--- config.mk ---
export PLATFORM = sky130hd
export DESIGN_NAME = muldiv_iter
export DESIGN_NICKNAME = d
export VERILOG_FILES = /design/src/rtl/muldiv_iter.sv
export SDC_FILE = /design/constraint.sdc
export NUM_CORES = 2
export LEC_CHECK = 0
export BUFFER_PORTS_ARGS = -buffer_cell sky130_fd_sc_hd__clkbuf_2
export CAP_MARGIN = 10
export CORE_MARGIN = 3
export CORE_UTILIZATION = 35
export CTS_BUF_LIST = sky130_fd_sc_hd__clkbuf_4 sky130_fd_sc_hd__clkbuf_8
export DETAILED_ROUTE_END_ITERATION = 16
export SETUP_SLACK_MARGIN = 0.15
export SLEW_MARGIN = 20
export SYNTH_ARGS = -nofsm -noshare
export SYNTH_HDL_FRONTEND = slang
export SYNTH_SLANG_ARGS = --single-unit
--- constraint.sdc ---
create_clock -name clk -period 8.09 [get_ports clk]
set_input_delay 1.618 -clock clk [delete_from_list [all_inputs] [get_ports clk]]
set_output_delay 1.618 -clock clk [all_outputs]
set_load 0.02 [all_outputs]
--- src/rtl/muldiv_iter.sv ---
// muldiv_iter: multi-cycle multiply/divide unit for the HILO path.
//
// Purpose
//   Executes MULT/MULTU/DIV/DIVU on WIDTH-bit operands and returns a
//   2*WIDTH-bit {hi,lo} result. Division is a radix-2 restoring divider on
//   operand magnitudes, one step per clock, with a sign fix at the end.
//   Division by zero bypasses the divider and completes right away.
//
// Ports
//   clk     in   1        rising-edge clock
//   rst     in   1        asynchronous, active-high reset
//   start   in   1        request, only sampled while idle
//   op      in   2        00 MULT, 01 MULTU, 10 DIV, 11 DIVU
//   a, b    in   WIDTH    operands, latched on an accepted start
//   annul   in   1        abort (exception flush), wins over everything
//   busy    out  1        operation in progress
//   ready   out  1        one-cycle pulse, result valid
//   div0    out  1        valid with ready: the division had b == 0
//   result  out  2*WIDTH  mult: product, div: {remainder, quotient}
//
// Build option
//   MULDIV_ITER_MUL_EN defined  : multiplies use a WIDTH-step shift-add in
//                                 the CALC state, so no multiplier is inferred.
//   MULDIV_ITER_MUL_EN undefined: multiplies use one combinational multiply
//                                 when start is accepted, then go to DONE.

module muldiv_iter #(
    parameter int WIDTH = 32
) (
    input  logic                 clk,
    input  logic                 rst,
    input  logic                 start,
    input  logic [1:0]           op,
    input  logic [WIDTH-1:0]     a,
    input  logic [WIDTH-1:0]     b,
    input  logic                 annul,
    output logic                 busy,
    output logic                 ready,
    output logic                 div0,
    output logic [2*WIDTH-1:0]   result
);

    localparam int CW = $clog2(WIDTH);

    typedef enum logic [1:0] {IDLE, CALC, DONE} state_t;

    state_t               state_q, state_d;
    logic [CW-1:0]        cnt_q, cnt_d;
    logic [WIDTH-1:0]     rem_q, rem_d;   // partial remainder / product high half
    logic [WIDTH-1:0]     quo_q, quo_d;   // dividend->quotient / multiplier->product low half
    logic [WIDTH-1:0]     dvs_q, dvs_d;   // divisor / multiplicand magnitude
    logic                 qneg_q, qneg_d; // negate quotient or product
    logic                 rneg_q, rneg_d; // negate remainder
    logic [2*WIDTH-1:0]   result_q, result_d;
    logic                 ready_q, ready_d;
    logic                 div0_q, div0_d;
`ifdef MULDIV_ITER_MUL_EN
    logic                 is_mul_q, is_mul_d;
`else
    logic [2*WIDTH-1:0]   ext_a, ext_b, prod;
`endif

    logic                 sgn_op;
    logic [WIDTH-1:0]     abs_a, abs_b;
    logic [WIDTH:0]       div_tmp, div_diff;
    logic [WIDTH-1:0]     rem_step, quo_step;

    function automatic logic [WIDTH-1:0] cond_neg_w(input logic [WIDTH-1:0] v, input logic n);
        return n ? (~v + WIDTH'(1)) : v;
    endfunction

    function automatic logic [2*WIDTH-1:0] cond_neg_2w(input logic [2*WIDTH-1:0] v, input logic n);
        return n ? (~v + (2*WIDTH)'(1)) : v;
    endfunction

    assign busy   = (state_q != IDLE);
    assign ready  = ready_q;
    assign div0   = div0_q;
    assign result = result_q;

    always_comb begin
        // Operand magnitudes; the most negative value maps to 2^(WIDTH-1),
        // which still fits unsigned, so MIN/-1 falls out with no special case.
        sgn_op = ~op[0];
        abs_a  = cond_neg_w(a, sgn_op & a[WIDTH-1]);
        abs_b  = cond_neg_w(b, sgn_op & b[WIDTH-1]);

`ifndef MULDIV_ITER_MUL_EN
        // Width-extended operands make one multiplier serve both MULT and MULTU.
        ext_a = sgn_op ? {{WIDTH{a[WIDTH-1]}}, a} : {{WIDTH{1'b0}}, a};
        ext_b = sgn_op ? {{WIDTH{b[WIDTH-1]}}, b} : {{WIDTH{1'b0}}, b};
        prod  = ext_a * ext_b;
`endif

        // Restoring step: a negative trial difference (top bit set) restores.
        div_tmp  = {rem_q, quo_q[WIDTH-1]};
        div_diff = div_tmp - {1'b0, dvs_q};
        if (!div_diff[WIDTH]) begin
            rem_step = div_diff[WIDTH-1:0];
            quo_step = {quo_q[WIDTH-2:0], 1'b1};
        end else begin
            rem_step = div_tmp[WIDTH-1:0];
            quo_step = {quo_q[WIDTH-2:0], 1'b0};
        end

`ifdef MULDIV_ITER_MUL_EN
        // Shift-add step: add multiplicand when the multiplier LSB is set,
        // then shift the {carry, hi, lo} chain right by one.
        if (is_mul_q) begin
            div_tmp  = {1'b0, rem_q} + (quo_q[0] ? {1'b0, dvs_q} : {(WIDTH+1){1'b0}});
            rem_step = div_tmp[WIDTH:1];
            quo_step = {div_tmp[0], quo_q[WIDTH-1:1]};
        end
`endif

        state_d  = state_q;
        cnt_d    = cnt_q;
        rem_d    = rem_q;
        quo_d    = quo_q;
        dvs_d    = dvs_q;
        qneg_d   = qneg_q;
        rneg_d   = rneg_q;
        result_d = result_q;
        ready_d  = 1'b0;
        div0_d   = 1'b0;
`ifdef MULDIV_ITER_MUL_EN
        is_mul_d = is_mul_q;
`endif

        case (state_q)
            IDLE: begin
                if (start && !annul) begin
                    cnt_d  = '0;
                    qneg_d = sgn_op & (a[WIDTH-1] ^ b[WIDTH-1]);
                    rneg_d = sgn_op & a[WIDTH-1];
                    rem_d  = '0;
                    if (op[1]) begin
                        if (b == '0) begin
                            result_d = {a, {WIDTH{1'b1}}};
                            ready_d  = 1'b1;
                            div0_d   = 1'b1;
                            state_d  = DONE;
                        end else begin
                            quo_d   = abs_a;
                            dvs_d   = abs_b;
                            state_d = CALC;
                        end
`ifdef MULDIV_ITER_MUL_EN
                        is_mul_d = 1'b0;
                    end else begin
                        quo_d    = abs_b;
                        dvs_d    = abs_a;
                        is_mul_d = 1'b1;
                        state_d  = CALC;
                    end
`else
                    end else begin
                        result_d = prod;
                        ready_d  = 1'b1;
                        state_d  = DONE;
                    end
`endif
                end
            end
            CALC: begin
                rem_d = rem_step;
                quo_d = quo_step;
                cnt_d = cnt_q + CW'(1);
                if (cnt_q == CW'(WIDTH-1)) begin
`ifdef MULDIV_ITER_MUL_EN
                    if (is_mul_q)
                        result_d = cond_neg_2w({rem_step, quo_step}, qneg_q);
                    else
`endif
                        result_d = {cond_neg_w(rem_step, rneg_q), cond_neg_w(quo_step, qneg_q)};
                    ready_d = 1'b1;
                    state_d = DONE;
                end
            end
            DONE:    state_d = IDLE;
            default: state_d = IDLE;
        endcase

        // Abort: no result write, no ready pulse, back to IDLE.
        if (annul) begin
            state_d  = IDLE;
            result_d = result_q;
            ready_d  = 1'b0;
            div0_d   = 1'b0;
        end
    end

    always_ff @(posedge clk or posedge rst) begin
        if (rst) begin
            state_q  <= IDLE;
            cnt_q    <= '0;
            rem_q    <= '0;
            quo_q    <= '0;
            dvs_q    <= '0;
            qneg_q   <= 1'b0;
            rneg_q   <= 1'b0;
            result_q <= '0;
            ready_q  <= 1'b0;
            div0_q   <= 1'b0;
`ifdef MULDIV_ITER_MUL_EN
            is_mul_q <= 1'b0;
`endif
        end else begin
            state_q  <= state_d;
            cnt_q    <= cnt_d;
            rem_q    <= rem_d;
            quo_q    <= quo_d;
            dvs_q    <= dvs_d;
            qneg_q   <= qneg_d;
            rneg_q   <= rneg_d;
            result_q <= result_d;
            ready_q  <= ready_d;
            div0_q   <= div0_d;
`ifdef MULDIV_ITER_MUL_EN
            is_mul_q <= is_mul_d;
`endif
        end
    end

endmodule

Word level (Yosys, flattened, before mapping)
Index checks and enable logic that the tools add are counted.
{"block": "totals", "regBits": 171, "in_bits": 70, "out_inout_bits": 67, "elab_cells": 86}
{"block": "classes", "add_sub_neg": 6, "mul": 1, "n_eq_ne": 9, "mux": 37, "bitwise": 11, "reduce_logical": 12}
{"cell": "$mux W64", "n": 6}
{"cell": "$mux W32", "n": 9}
{"cell": "$add A32 B1 Y32 const B", "n": 4}
{"cell": "$not A32 Y32", "n": 4}
{"cell": "$pmux W32 S2", "n": 2}
{"cell": "$pmux W64 S2", "n": 1}
{"cell": "$mul A64 B64 Y64", "n": 1}
{"cell": "$sub A33 B32 Y33", "n": 1}
{"cell": "$logic_not A32 Y1", "n": 1}
{"cell": "$mux W1", "n": 10}
{"cell": "$mux W2", "n": 5}
{"cell": "$pmux W5 S2", "n": 1}
{"cell": "$ne A3 B3 Y1 const B", "n": 3}
{"cell": "$ne A2 B2 Y1 const B", "n": 4}
{"cell": "$reduce_and A4 Y1", "n": 2}
{"cell": "$reduce_and A2 Y1", "n": 3}
{"cell": "$add A5 B1 Y5 const B", "n": 1}
{"cell": "$eq A5 B5 Y1 const B", "n": 1}
{"cell": "$mux W5", "n": 1}
{"cell": "$reduce_and A5 Y1", "n": 1}
{"cell": "$pmux W2 S2", "n": 1}
{"cell": "$reduce_bool A2 Y1", "n": 2}
{"cell": "$and A1 B1 Y1", "n": 3}
{"cell": "$not A1 Y1", "n": 3}
{"cell": "other kinds (6)", "n": 6}

Longest topological paths before layout
{"block": "logic_depth", "ltp_word": 7, "depth_mapped": 38, "depth_no_buf": 34}

Least setup slack after synthesis
OpenSTA, ideal clock, no wires.
{"block": "synth_timing", "kind": "input port to flip-flop", "from": "input port a[31]", "to": "register result_q[63], in the netlist result[63]", "setup_time_ns": 0.104, "arrival_ns": 10.562, "path_slack_ns": -2.576, "path_stages": 30, "cell_sequence": "nor2b_1 clkbuf_1 clkbuf_1 clkbuf_1 nand2_1 fa_1 inv_1 fa_1 fa_1 inv_1 fa_1 inv_1 fa_1 fa_1 fa_1 fa_1 fa_1 inv_1 fa_1 inv_1 ha_1 nand2_1 nor2_1 nand2_1 o211ai_1 a221o_1 a221o_1 a311oi_1 xnor2_1 o311ai_1"}
{"block": "synth_via", "elab_chain_len": 5}
{"element": "start, declared", "line_no": "34", "rtl": "input logic [WIDTH-1:0] a,"}
{"element": "$mux W64", "line_no": "90", "rtl": "ext_a = sgn_op ? {{WIDTH{a[WIDTH-1]}}, a} : {{WIDTH{1'b0}}, a};"}
{"element": "$mul A64 B64 Y64", "line_no": "92", "rtl": "prod = ext_a * ext_b;"}
{"element": "$mux W64 *", "line_no": "137", "rtl": "if (op[1]) begin"}
{"element": "$mux W64 *", "line_no": "132", "rtl": "if (start && !annul) begin"}
{"element": "$pmux W64 S2 *", "line_no": "130", "rtl": "case (state_q)"}
{"element": "end signal, assigned", "line_no": "216", "rtl": "result_q <= result_d;"}
{"element": "end, declared", "line_no": "54", "rtl": "logic [2*WIDTH-1:0] result_q, result_d;"}
Every way passes the cells marked *; elsewhere a longest branch is shown, timed or not. The select of a mux whose other input is x is not followed.
A chain may end at the register's enable or synchronous reset.

Worst setup path in the final report
{"block": "layout_timing", "from": "input port a[31]", "to": "register result_q[57], in the netlist result[57]"}
{"block": "layout_via", "elab_chain_len": 5}
{"element": "$mux W64", "line_no": "90"}
{"element": "$mul A64 B64 Y64", "line_no": "92"}
{"element": "$mux W64", "line_no": "137"}
{"element": "$mux W64", "line_no": "132"}
{"element": "$pmux W64 S2", "line_no": "130"}
No other way between the ends. The select of a mux whose other input is x is not followed.

==> metrics.yaml <==
worst_setup_path:
  cp_slowest_stage_delay_ps: 570
  critPathRequiredTime_ps: 8480
  cpLargestDelayFamily: "adder cells"
  r2r_cells: 24
  cp_common_cell: "fa_1"
  worst_setup_path_start_kind: "input pin"
  crit_type: "input pin to flip-flop"
  crit_fanout: 9
  crit_path_end_kind: "flip-flop"
  path_buf_inv: 10
  cp.depth: 33
  slowest_stage: "fa_2"
  crit_arrival_ps: 10000
global_routing:
  grtUsageTotal: 0.226
  antenna_found_initial: 8
  grt_max_degree: 97
  grt_pass1_wl_um: 310000
  grt-ovfl-total: 0
  grt_pass1_vias: 51843
synthesis:
  synth_flop_cell: "dfrtp_1"
  synth_mux_area_frac: 0.00549
  synth_top_cell_by_area: "fa_1"
  synthXorXnorAreaFrac: 0.0336
  syn-num-nets: 8588
  synthesis.area_mm2: 0.0608
  avgSynthCellArea_um2: 9.01
  synth.area.top_cells: "fa_1 47%, inv_1 9.8%, ha_1 7.1%, dfrtp_1 7.0%, and2_1 5.9%"
  synth_fa_ha_area_frac: 0.539
  synth-seq-cells: 171
  synth_compound_area_frac: 0.0806
  yosysWarnings: 0
  yosysSeqAreaShare: 0.0704
  syn_inst: 6751
  synthArstFlopShare: 1.00
  synth_enable_flop_cells: 0
  ys_types: 94
  synth_top_family_by_area: "adder cells"
  synth_top_area_share: 0.468
  synth-simple-area-share: 0.147
final_layout:
  finalNetCount: 9157
  design_area_mm2: 0.0723
  drive_gt1_frac: 0.181
  final_common_cell: "inv_1"
  final_cell_mix: "1543 x inv_1, 1372 x fa_1, 725 x nand2_1, 658 x buf_4, 552 x and2_1"
  utilization: 0.420
  area_delta_synth_final_pct: 18.9
sta:
  slew_viol_final: 0
  holdWs_ps: 489
  fin_crit_sh: 1.19
  fin_tns_setup_ps: -50040
  relSlewSlack: 0.268
  setup_slack_ps: -1520
  worstMarginPinSlew_ps: 1100
  fmax_mhz: 104
  rsz0062_at_grt: "yes"
  finalHoldViolCount: 0
  fin_crit_ps: 9610
  worst_clock_skew_ps: 28.3
  setup-violations-final: 48
clock_network:
  insertion_delay_ps: 510
  htree_levels: 4
  cts_hold_buf: 0
  cts_sinks: 171
  cts_buffers: 17
  tritoncts: "built"
  clkTransAtPathRegs_ps: 100
  root_buffer: "clkbuf_8"
  cts.path.max_buffers: 2
placed_design:
  place.gp.congestion: 0.950
  port_buffers: 136
  post_dp_cell_area_mm2: 0.0698
  dpl.hpwl_um: 174000
run:
  max_cap_violations: 0
routing:
  drt_pre_antenna_iters: 6
  drc: 0
  drt_iter0_drc: 3188
  drtAntennaViolNets: 0
  num_vias: 47898
  wire_per_inst_um: 20.8
  wl_um: 200000
  viasPerCell: 4.96
die:
  die_w_um: 423
  ioPinCount: 137
  die_area_mm2: 0.179
  initial_core_util: 0.353
  fp.coreArea_mm2: 0.172
  rows: 152
  die_y_um: 423
outcome:
  status: "finished, violations left"
  violations: "setup timing"
worst_hold_path:
  hold_class: "flip-flop to flip-flop"
  hold_depth: 2
-- repair_timing --
item	in CTS	in global routing
resized for setup	192	134
pin swaps	105	98
cloned	4	0
buffers inserted	37	20
endpoints found under the setup margin	51	52
-- final cells by class --
type | instances | area [µm²]
tap | 2310 | 2890
sequential | 171 | 4280
multi-input combinational | 4611 | 50700
antenna | 6 | 15.0
timing repair buffer | 927 | 8000
clock buffer | 17 | 234
inverter | 1592 | 5990
clock inverter | 15 | 154
fill | 16820 | 99800
-- final timing paths --
check | to | slack, ps | startpoint
min in group asynchronous | result[9] | 1230 | rst
max in group asynchronous | rem_q[26] | 5660 | rst
max reg2reg | result[62] | 1580 | quo_q[31]
min | result[2] | 490 | result[2]
max | result[57] | -1520 | a[31]
min reg2reg | result[2] | 490 | result[2]
-- worst register-to-register path, cell delays in order (launching register included) --
cell       delay (ps)
dfrtp_1           380
inv_1              70
ha_1              200
inv_1              70
fa_1              240
a211oi_1          120
o21ai_0           670
nand4b_1          390
a21oi_2           490
o21a_1            240
nor2_4             80
inv_1             250
mux2i_1           330
ha_1              250
inv_1              80
nor2_1            140
o2111ai_1         110
a211oi_1          400
nand3_1           140
nor3_1            290
a21oi_1           280
or3_1             470
o31a_1            340
mux2i_1           260
nand3_1           110
-- cell families after synthesis --
family / Yosys count
and+or+nand+nor: 1807
adders and majority gates: 1769
buffers and inverters: 1969
DFF: 171
AOI/OAI and AO/OA: 769
xor gates and xnor gates: 233
muxes: 33
-- per-stage QoR --
stage,instances,setup slack [ps]
5_1_grt,9647,-1810
4_1_cts,9623,-1450
3_3_place_gp,9550,-2350
6_report,9649,-1520
3_5_place_dp,9550,-2430
2_1_floorplan,6751,-1800
-- cell usage after synthesis (19+ instances only) --
cell / count
a21oi_1: 193
inv_1: 1590
xor2_1: 74
or3_1: 30
a31oi_1: 31
dfrtp_1: 171
and2_1: 574
clkbuf_1: 323
nor2_1: 191
ha_1: 347
xnor2_1: 159
nand2_1: 739
o211ai_1: 27
a211oi_1: 30
buf_1: 31
o31ai_1: 38
nand3_1: 64
mux2i_1: 30
nor4_1: 26
o41ai_1: 19
o22ai_1: 24
nand2b_1: 23
a21o_1: 56
fa_1: 1420
o21ai_0: 214
nor3_1: 45
-- layer usage --
layer	share of wire	up-vias	track usage
met5	0	-	0
li1	-	21356	-
met4	0.050	0	0.0932
met2	0.49	1493	0.388
met3	0.054	350	0.0236
met1	0.41	24699	0.292
-- registers in the layout, indices dropped and copies added (netlist names) --
name     count
rneg_q       1
rem_q       32
qneg_q       1
cnt_q        5
result      64
state_q      2
dvs_q       32
div0         1
ready        1
quo_q       32
Power is not shown: default switching activity piles up to over one toggle a cycle in this logic, so the estimate is an artifact.
